`config.mk`:
```
export PLATFORM = sky130hd
export DESIGN_NAME = lut_config_loader_flat
export DESIGN_NICKNAME = d
export VERILOG_FILES = /design/src/rtl/lut_cfg_pkg.sv /design/src/rtl/lut_config_loader_if.sv /design/src/rtl/lut_config_loader_core.sv /design/src/rtl/lut_config_loader.sv /design/src/flat_wrapper.sv
export SDC_FILE = /design/constraint.sdc
export NUM_CORES = 1
export LEC_CHECK = 0
export ABC_AREA = 1
export CAP_MARGIN = 10
export CORE_MARGIN = 2
export CORE_UTILIZATION = 40
export CTS_BUF_LIST = sky130_fd_sc_hd__clkbuf_2
export DETAILED_ROUTE_END_ITERATION = 16
export GPL_ROUTABILITY_DRIVEN = 0
export PLACE_DENSITY = 0.69
export SYNTH_ARGS = -nofsm -noshare
export SYNTH_HDL_FRONTEND = slang
export SYNTH_SLANG_ARGS = --single-unit
```
`constraint.sdc`:
```
create_clock -name clock -period 1.75 [get_ports clock]
set_input_delay 0.525 -clock clock [delete_from_list [all_inputs] [get_ports clock]]
set_output_delay 0.525 -clock clock [all_outputs]
set_load 0.01 [all_outputs]
```
`src/rtl/lut_cfg_pkg.sv`:
```
// Shared types and sizing helpers for the LUT configuration loader.
package lut_cfg_pkg;

    typedef enum logic [1:0] {
        IDLE   = 2'd0,
        LOAD   = 2'd1,
        CHECK  = 2'd2,
        COMMIT = 2'd3
    } state_e;

    localparam logic [7:0] HEADER = 8'hA5;

    // Total configuration width T for a LUT array.
    function automatic int conf_width(input int inputs, input int luts);
        return luts * (1 << inputs);
    endfunction

    // Payload byte count N = ceil(T/8).
    function automatic int payload_bytes(input int inputs, input int luts);
        return (conf_width(inputs, luts) + 7) / 8;
    endfunction

endpackage

```
`src/rtl/lut_config_loader_if.sv`:
```
// Byte-stream configuration bus between a source and the loader.
// Handshake: a byte moves on a rising edge where in_valid && in_ready; the source
// holds in_data stable while in_valid is high, and in_ready never depends on in_valid.
interface lut_config_loader_if;
    logic [7:0] in_data;
    logic       in_valid;
    logic       in_ready;

    modport master (output in_data, output in_valid, input in_ready);
    modport slave  (input in_data, input in_valid, output in_ready);
endinterface

```
`src/rtl/lut_config_loader_core.sv`:
```
// Packet FSM, shadow register and XOR accumulator; commits a verified packet atomically.
module lut_config_loader_core
    import lut_cfg_pkg::*;
#(
    parameter int INPUTS = 2,
    parameter int LUTS   = 4,
    localparam int T     = conf_width(INPUTS, LUTS)
) (
    input  logic                 clock,
    input  logic                 rst_n,
    lut_config_loader_if.slave   bus,
    input  logic                 abort,
    output logic [T-1:0]         conf,
    output logic                 conf_valid,
    output logic                 busy,
    output logic                 error,
    output state_e               state_dbg
);

    localparam int N  = payload_bytes(INPUTS, LUTS);
    localparam int CW = $clog2(N + 1);

    state_e          state_q, state_d;
    logic [T-1:0]    shadow_q, shadow_d;
    logic [CW-1:0]   cnt_q, cnt_d;
    logic [7:0]      xor_q, xor_d;
    logic            match_q, match_d;
    logic [T-1:0]    conf_q, conf_d;
    logic            conf_valid_q, conf_valid_d;
    logic            error_q, error_d;
    logic            xfer;

    assign bus.in_ready = (state_q != COMMIT);
    // abort suppresses the transfer on its own edge
    assign xfer         = bus.in_valid && bus.in_ready && !abort;

    always_comb begin
        state_d      = state_q;
        shadow_d     = shadow_q;
        cnt_d        = cnt_q;
        xor_d        = xor_q;
        match_d      = match_q;
        conf_d       = conf_q;
        conf_valid_d = conf_valid_q;
        error_d      = error_q;

        if (abort) begin
            state_d = IDLE;
        end else begin
            case (state_q)
                IDLE: begin
                    if (xfer && bus.in_data == HEADER) begin
                        state_d = LOAD;
                        cnt_d   = '0;
                        xor_d   = '0;
                    end
                end
                LOAD: begin
                    if (xfer) begin
                        // bits of the last byte beyond T are dropped here but still XORed
                        for (int b = 0; b < T; b++) begin
                            if (cnt_q == CW'(b / 8)) shadow_d[b] = bus.in_data[3'(b % 8)];
                        end
                        xor_d = xor_q ^ bus.in_data;
                        cnt_d = cnt_q + CW'(1);
                        if (cnt_q == CW'(N - 1)) state_d = CHECK;
                    end
                end
                CHECK: begin
                    if (xfer) begin
                        match_d = (bus.in_data == xor_q);
                        state_d = COMMIT;
                    end
                end
                COMMIT: begin
                    state_d = IDLE;
                    if (match_q) begin
                        conf_d       = shadow_q;
                        conf_valid_d = 1'b1;
                        error_d      = 1'b0;
                    end else begin
                        error_d      = 1'b1;
                    end
                end
                default: state_d = IDLE;
            endcase
        end
    end

    always_ff @(posedge clock or negedge rst_n) begin
        if (!rst_n) begin
            state_q      <= IDLE;
            shadow_q     <= '0;
            cnt_q        <= '0;
            xor_q        <= '0;
            match_q      <= 1'b0;
            conf_q       <= '0;
            conf_valid_q <= 1'b0;
            error_q      <= 1'b0;
        end else begin
            state_q      <= state_d;
            shadow_q     <= shadow_d;
            cnt_q        <= cnt_d;
            xor_q        <= xor_d;
            match_q      <= match_d;
            conf_q       <= conf_d;
            conf_valid_q <= conf_valid_d;
            error_q      <= error_d;
        end
    end

    assign conf       = conf_q;
    assign conf_valid = conf_valid_q;
    assign error      = error_q;
    assign busy       = (state_q != IDLE);
    assign state_dbg  = state_q;

endmodule

```
`src/rtl/lut_config_loader.sv`:
```
// Top level: one configuration loader plus per-LUT slicing of the committed word.
module lut_config_loader
    import lut_cfg_pkg::*;
#(
    parameter int INPUTS = 2,
    parameter int LUTS   = 4,
    localparam int T     = conf_width(INPUTS, LUTS),
    localparam int LW    = 1 << INPUTS
) (
    input  logic                     clock,
    input  logic                     rst_n,
    lut_config_loader_if.slave       bus,
    input  logic                     abort,
    output logic [T-1:0]             conf,
    output logic [LUTS-1:0][LW-1:0]  lut_conf,
    output logic                     conf_valid,
    output logic                     busy,
    output logic                     error,
    output state_e                   state_dbg
);

    lut_config_loader_core #(
        .INPUTS (INPUTS),
        .LUTS   (LUTS)
    ) u_core (
        .clock      (clock),
        .rst_n      (rst_n),
        .bus        (bus),
        .abort      (abort),
        .conf       (conf),
        .conf_valid (conf_valid),
        .busy       (busy),
        .error      (error),
        .state_dbg  (state_dbg)
    );

    // LUT k reads its truth table from conf[k*LW +: LW]
    for (genvar k = 0; k < LUTS; k++) begin : g_lut
        assign lut_conf[k] = conf[k*LW +: LW];
    end

endmodule

```
`src/flat_wrapper.sv`:
```
// flat-port wrapper written by rule: the top's interface ports become plain ports
module lut_config_loader_flat import lut_cfg_pkg::*;
#(
    parameter int INPUTS = 2,
    parameter int LUTS   = 4,
    localparam int T     = conf_width(INPUTS, LUTS),
    localparam int LW    = 1 << INPUTS
)
  (clock, rst_n, abort, conf, lut_conf, conf_valid, busy, error, state_dbg, bus_in_data, bus_in_valid, bus_in_ready);
  lut_config_loader_if bus_i ();
  input  logic clock;
  input  logic rst_n;
  input  logic abort;
  output logic [T-1:0] conf;
  output logic [LUTS-1:0][LW-1:0] lut_conf;
  output logic conf_valid;
  output logic busy;
  output logic error;
  output state_e state_dbg;
  input wire logic [$bits(bus_i.in_data)-1:0] bus_in_data;
  input wire logic [$bits(bus_i.in_valid)-1:0] bus_in_valid;
  output wire logic [$bits(bus_i.in_ready)-1:0] bus_in_ready;
  assign bus_i.in_data = bus_in_data;
  assign bus_i.in_valid = bus_in_valid;
  assign bus_in_ready = bus_i.in_ready;
  lut_config_loader #(.INPUTS(INPUTS), .LUTS(LUTS)) u_core (.clock(clock), .rst_n(rst_n), .bus(bus_i), .abort(abort), .conf(conf), .lut_conf(lut_conf), .conf_valid(conf_valid), .busy(busy), .error(error), .state_dbg(state_dbg));
endmodule
```
Yosys cells after proc, flatten, opt, wreduce, memory -nomap -nowiden
Cells that the tools add are included.
{ "word_totals": {"output_inout_bits": 38, "register_bits": 31, "wordCells": 53, "input_bits": 12} }
{ "op_classes": {"eq_ne": 13, "mux": 13, "bitwise_logic": 2, "n_reduce_logical": 15, "addsub": 1} }
{ "op_table": {"columns": ["op", "n"], "rows": [
  ["8-bit 2-to-1 mux", 2],
  ["8-bit case mux with 2 select lines", 1],
  ["4-bit AND reduction", 4],
  ["2-bit 2-to-1 mux", 7],
  ["3-bit inequality test, second input constant", 4],
  ["8-bit == test", 1],
  ["8-bit == test, second input constant", 1],
  ["2-bit case mux with 4 select lines", 1],
  ["8-bit bitwise XOR", 1],
  ["2-bit inequality test, second input constant", 3],
  ["3-bit AND reduction", 2],
  ["2-bit by 1-bit == test with 1-bit output, second input constant", 2],
  ["2-bit == test, second input constant", 2],
  ["2-bit logical NOT", 2],
  ["2-bit case mux with 2 select lines", 1],
  ["2-bit nonzero test", 2],
  ["1-bit logical AND", 3],
  ["2-bit by 1-bit adder with 2-bit output, second input constant", 1],
  ["2-bit AND reduction", 1],
  ["1-bit logical NOT", 1],
  ["1-bit 2-to-1 mux", 1],
  ["1-bit NOT", 1]
]} }

Logic depth before layout (Yosys ltp)
{ "depth": {"ltp_word": 7, "depth_mapped": 10, "ltp_nobuf": 9} }

Modules after synthesis
From an unflattened synthesis, not the netlist that was laid out.
{ "hier_totals": {"cells_unflattened": 207, "hier_area_um2": 1732.9} }
{ "by_module_without_submodules": {"columns": ["mod", "n_inst", "cells_per_inst", "area_each_um2"], "rows": [
  ["lut_config_loader_core", 1, 191, 1612.8],
  ["lut_config_loader", 1, 16, 120.1]
]} }

Worst setup path before layout
OpenSTA, ideal clock, no wires.
{ "synth_timing": {"path_kind": "flip-flop to flip-flop", "startpoint": "reg u_core.u_core.state_q[1] (netlist: u_core.u_core.state_dbg[1])", "endpoint": "reg u_core.u_core.cnt_q[0]", "path_slack_ns": 0.201, "synth_period_minus_slack_ns": 1.549, "path_stages_with_launch": 11, "arrival_time_ns": 1.431, "setup_time_ns": 0.117, "required_ns": 1.633, "path_cell_list": "dfrtp_1 -> inv_1 -> ha_1 -> buf_6 -> inv_2 -> nand2_1 -> a21oi_1 -> nand2_2 -> buf_6 -> nand2_1 -> o21ai_2"} }
{ "synth_between": {"elab_chain_len": 6, "word_cells_on_any_way": 11, "cone_classes": "4 x eq/ne; 1 x mux; 6 x reduce/logical"} }
{ "synth_lines": {"columns": ["item", "line", "source"], "rows": [
  ["start, declared", "lut_config_loader_core.sv:23", "state_e state_q, state_d;"],
  ["start signal, assigned", "lut_config_loader_core.sv:101", "state_q <= state_d;"],
  ["2-bit inequality test", "lut_config_loader_core.sv:33", "assign bus.in_ready = (state_q != COMMIT);"],
  ["1-bit logical AND (2 in a row)", "lut_config_loader_core.sv:35", "assign xfer = bus.in_valid && bus.in_ready && !abort;"],
  ["1-bit logical AND", "lut_config_loader_core.sv:52", "if (xfer && bus.in_data == HEADER) begin"],
  ["2-bit inequality test (no source line)", null, null],
  ["4-bit AND reduction (no source line)", null, null],
  ["end signal, assigned", "lut_config_loader_core.sv:103", "cnt_q <= cnt_d;"],
  ["end, declared", "lut_config_loader_core.sv:25", "logic [CW-1:0] cnt_q, cnt_d;"]
]} }
Several ways; a longest one is shown, not always the timed one.
A chain may end at the register's enable or synchronous reset.

Worst setup path in the final report
{ "layout_timing": {"startpoint": "reg u_core.u_core.state_q[0] (netlist: u_core.u_core.state_dbg[0])", "endpoint": "out busy"} }
{ "layout_between": {"elab_chain_len": 1} }
{ "layout_lines": {"columns": ["item", "line", "source"], "rows": [
  ["2-bit nonzero test", "lut_config_loader_core.sv:115", "assign busy = (state_q != IDLE);"],
  ["end, declared", "flat_wrapper.sv:17", "output logic busy;"]
]} }
Every way passes these cells.

==> flow_summary.toml <==
[layout]
fin_nets = 298
antenna_cells = 0
drive_gt1_share_pct = 35.00
layoutNonFillerInstCount = 332
syn2layout_area_growth_pct = 44.18

[yosys]
synthCells = 199
ys_warn_count = 0
yosysTopAreaCellShare_pct = 44.25
yosys.area.top_type = "dfrtp_1"
ys_top_cells_by_area = "dfrtp_1, nand2_1, buf_4"
syn_area_per_cell_um2 = 8.809
synth_sequential_area_ratio_pct = 44.25
ys_seq_elements = 31
syn-cell-area_mm2 = 0.001753
yosysUniqueCellTypes = 23

[detailed_routing]
dr.pass1.iters = 5
vias = 1483
viasPerCell = 4.467
wire_per_inst_um = 11.45
wl_um = 3803
drtIter0Drc = 119
drc = 0
final_antenna_net_count = 0

[timing]
hold_viol_final = 0
period_needed_ns = 1.788
max_freq_mhz = 559.4
rsz0062_at_grt = "yes"
setup-tns-final_ns = -0.05437
fin_crit_sh_pct = 102.2
setup_ws_ns = -0.03763
clock-skew-final_ns = 0.01249
setup_viol = 2
hold_ws_ns = 0.4802
drv_slew = 0

[worst_setup_path]
crit_fanout = 3
crit_required_ns = 1.22
arrival_ns = 1.26
crit_chain = "buf_6 > inv_4 > ha_4 > inv_1 > buf_6"
worstSetupPathType = "flop to output port"
r2r_slack_ns = 0.05
crit_path_start_kind = "flop"
worstSetupEndpointType = "output port"
slowest_stage = "dfrtp_1"
cp_common_cell = "buf_6"
max_stage_delay_ns = 0.44

[pwr]
power.density_mw_per_mm2 = 544.1
p_int_w = 0.0009676
p_comb_share_pct = 20.7
vdd_drop_max_uv = 296.9
leakage_nw = 1.358
switching_share_pct = 29.64
p_switching_w = 0.0004076
pwr-share-clk_pct = 24.6
seqPwrFrac_pct = 54.7

[run]
cap_violations = 0

[place]
io_buffers = 33
placed_cells_incl_taps = 302
dp_hpwl_um = 2495

[cts]
clkTransAtPathRegs_ns = 0.16
cts_htree_levels = 2
cts_buffer_depth = 2
numCtsBuffers = 5
cts_hold_buffers = 0
cts_root_buf = "clkbuf_2"
clkSinkCount = 31
cts_tree = "built"
insertion_delay_ns = 0.37

[die]
die_h_um = 70.20
design.core.area_mm2 = 0.004294
start_util_pct = 40.82
dieArea_mm2 = 0.004928
die_w_um = 70.20
boundaryPins = 50
rows = 24

[global_routing]
grt_first_pass_wirelength_um = 6313
grt_pass1_vias = 1507
grt_max_degree = 32
grt_antenna_before_repair = 0
grt_use_total_pct = 16.06
overflow = 0

[hold_path]
min_path_type = "flop to flop"

[outcome]
outcome = "finished with violations"
violations = "negative setup slack"
-- through the flow --
stage	worst slack [ns]	total power, W	area (um^2)	utilization (%)
floorplan	0.2012	0.0009129	1809	-
global placement	-0.2441	0.0009991	2228	51.89
detailed placement	-0.2688	0.001004	2228	51.89
CTS	-0.1030	0.001351	2419	56.32
global route	-0.08865	0.001444	2527	58.86
finish	-0.03763	0.001375	2527	58.86
-- critical path: cells and delay by family (launching register included) --
family | cells | cell delay (ns)
flops | 1 | 0.44
fa+ha+maj | 1 | 0.12
buf+inv | 4 | 0.34
-- power by group through the flow --
stage	Sequential (W)	Combinational, W	Clock, W
2_1_floorplan	0.000764	0.000149	0
3_3_place_gp	0.000765	0.000234	0
3_5_place_dp	0.000766	0.000238	0
4_1_cts	0.000751	0.000252	0.000348
5_1_grt	0.000755	0.000314	0.000374
6_report	0.000752	0.000285	0.000338
-- cells in the mapped netlist, drive strengths merged --
master,count
a21oi,3
buf,27
conb,1
dfrtp,31
ha,7
inv,15
nand2,64
nand3,7
nand4,2
nor2,5
nor3,2
o21ai,18
or2,9
xnor2,6
xor2,2
-- layout by cell type, fill, tap and decap left out, drive strengths merged --
cell type      count
conb              16
clkinv             2
xnor2              6
nand4              2
nor3               2
clkdlybuf4s50     11
a21oi              3
dfrtp             31
clkbuf             6
inv               15
ha                 7
clkdlybuf4s15      5
nand2             66
nand3              7
xor2               2
nor2               5
or2                9
dlygate4sd2       15
buf               52
o21ai             18
-- per-layer routing --
metal  share of wire [%]  track usage, %  vias up
met5                   0               0        -
met4                 1.2           4.487        0
met3                 4.8           4.473        5
met2                  53           28.04       45
met1                  41           19.35      694
li1                    -               -      739
-- kinds of logic (layout without fill, tap and decap cells) --
kind of cell | count (synthesis) | in the layout | synth area share [%]
compound gates | 21 | 21 | 8.137
xor+xnor | 8 | 8 | 3.997
fa+ha+maj | 7 | 7 | 4.996
buf+inv | 42 | 106 | 15.42
flops | 31 | 31 | 44.25
other cells | 1 | 16 | 0.2139
simple gates | 89 | 91 | 22.98
-- area by class of cell --
class,instances,area (um^2)
Clock inverter,2,7.507
Timing Repair Buffer,83,716.9
Sequential cell,31,775.7
Inverter,15,61.31
Multi-Input combinational cell,143,870.8
Clock buffer,6,30.03
Fill cell,385,1767
Tap cell,52,65.06
-- registers in the layout, summed over array words and instances (netlist names) --
register / cells
u_core.u_core.shadow_q: 8
u_core.u_core.conf_valid: 1
u_core.u_core.state_dbg: 2
u_core.u_core.conf: 8
u_core.u_core.match_q: 1
u_core.u_core.xor_q: 8
u_core.u_core.cnt_q: 2
u_core.u_core.error: 1
-- final timing paths --
check | from | endpoint | depth (start not counted)
min | u_core.u_core.conf_valid | u_core.u_core.conf_valid | 1
max | u_core.u_core.state_dbg[0] | busy | 5
max reg2reg | u_core.u_core.state_dbg[1] | u_core.u_core.match_q | 11
max in group asynchronous | rst_n | u_core.u_core.conf[9] | 2
min reg2reg | u_core.u_core.conf_valid | u_core.u_core.conf_valid | 1
min in group asynchronous | rst_n | u_core.u_core.xor_q[0] | 2
-- repair_timing --
| action | in CTS | in global routing |
|---|---|---|
| gates resized for setup | 36 | 26 |
| setup endpoints to repair | 30 | 28 |
| buffers inserted | 21 | 0 |
| gates cloned | 0 | 2 |
| pin swaps | 2 | 8 |
Note: power is estimated with default switching activity, not from simulation.
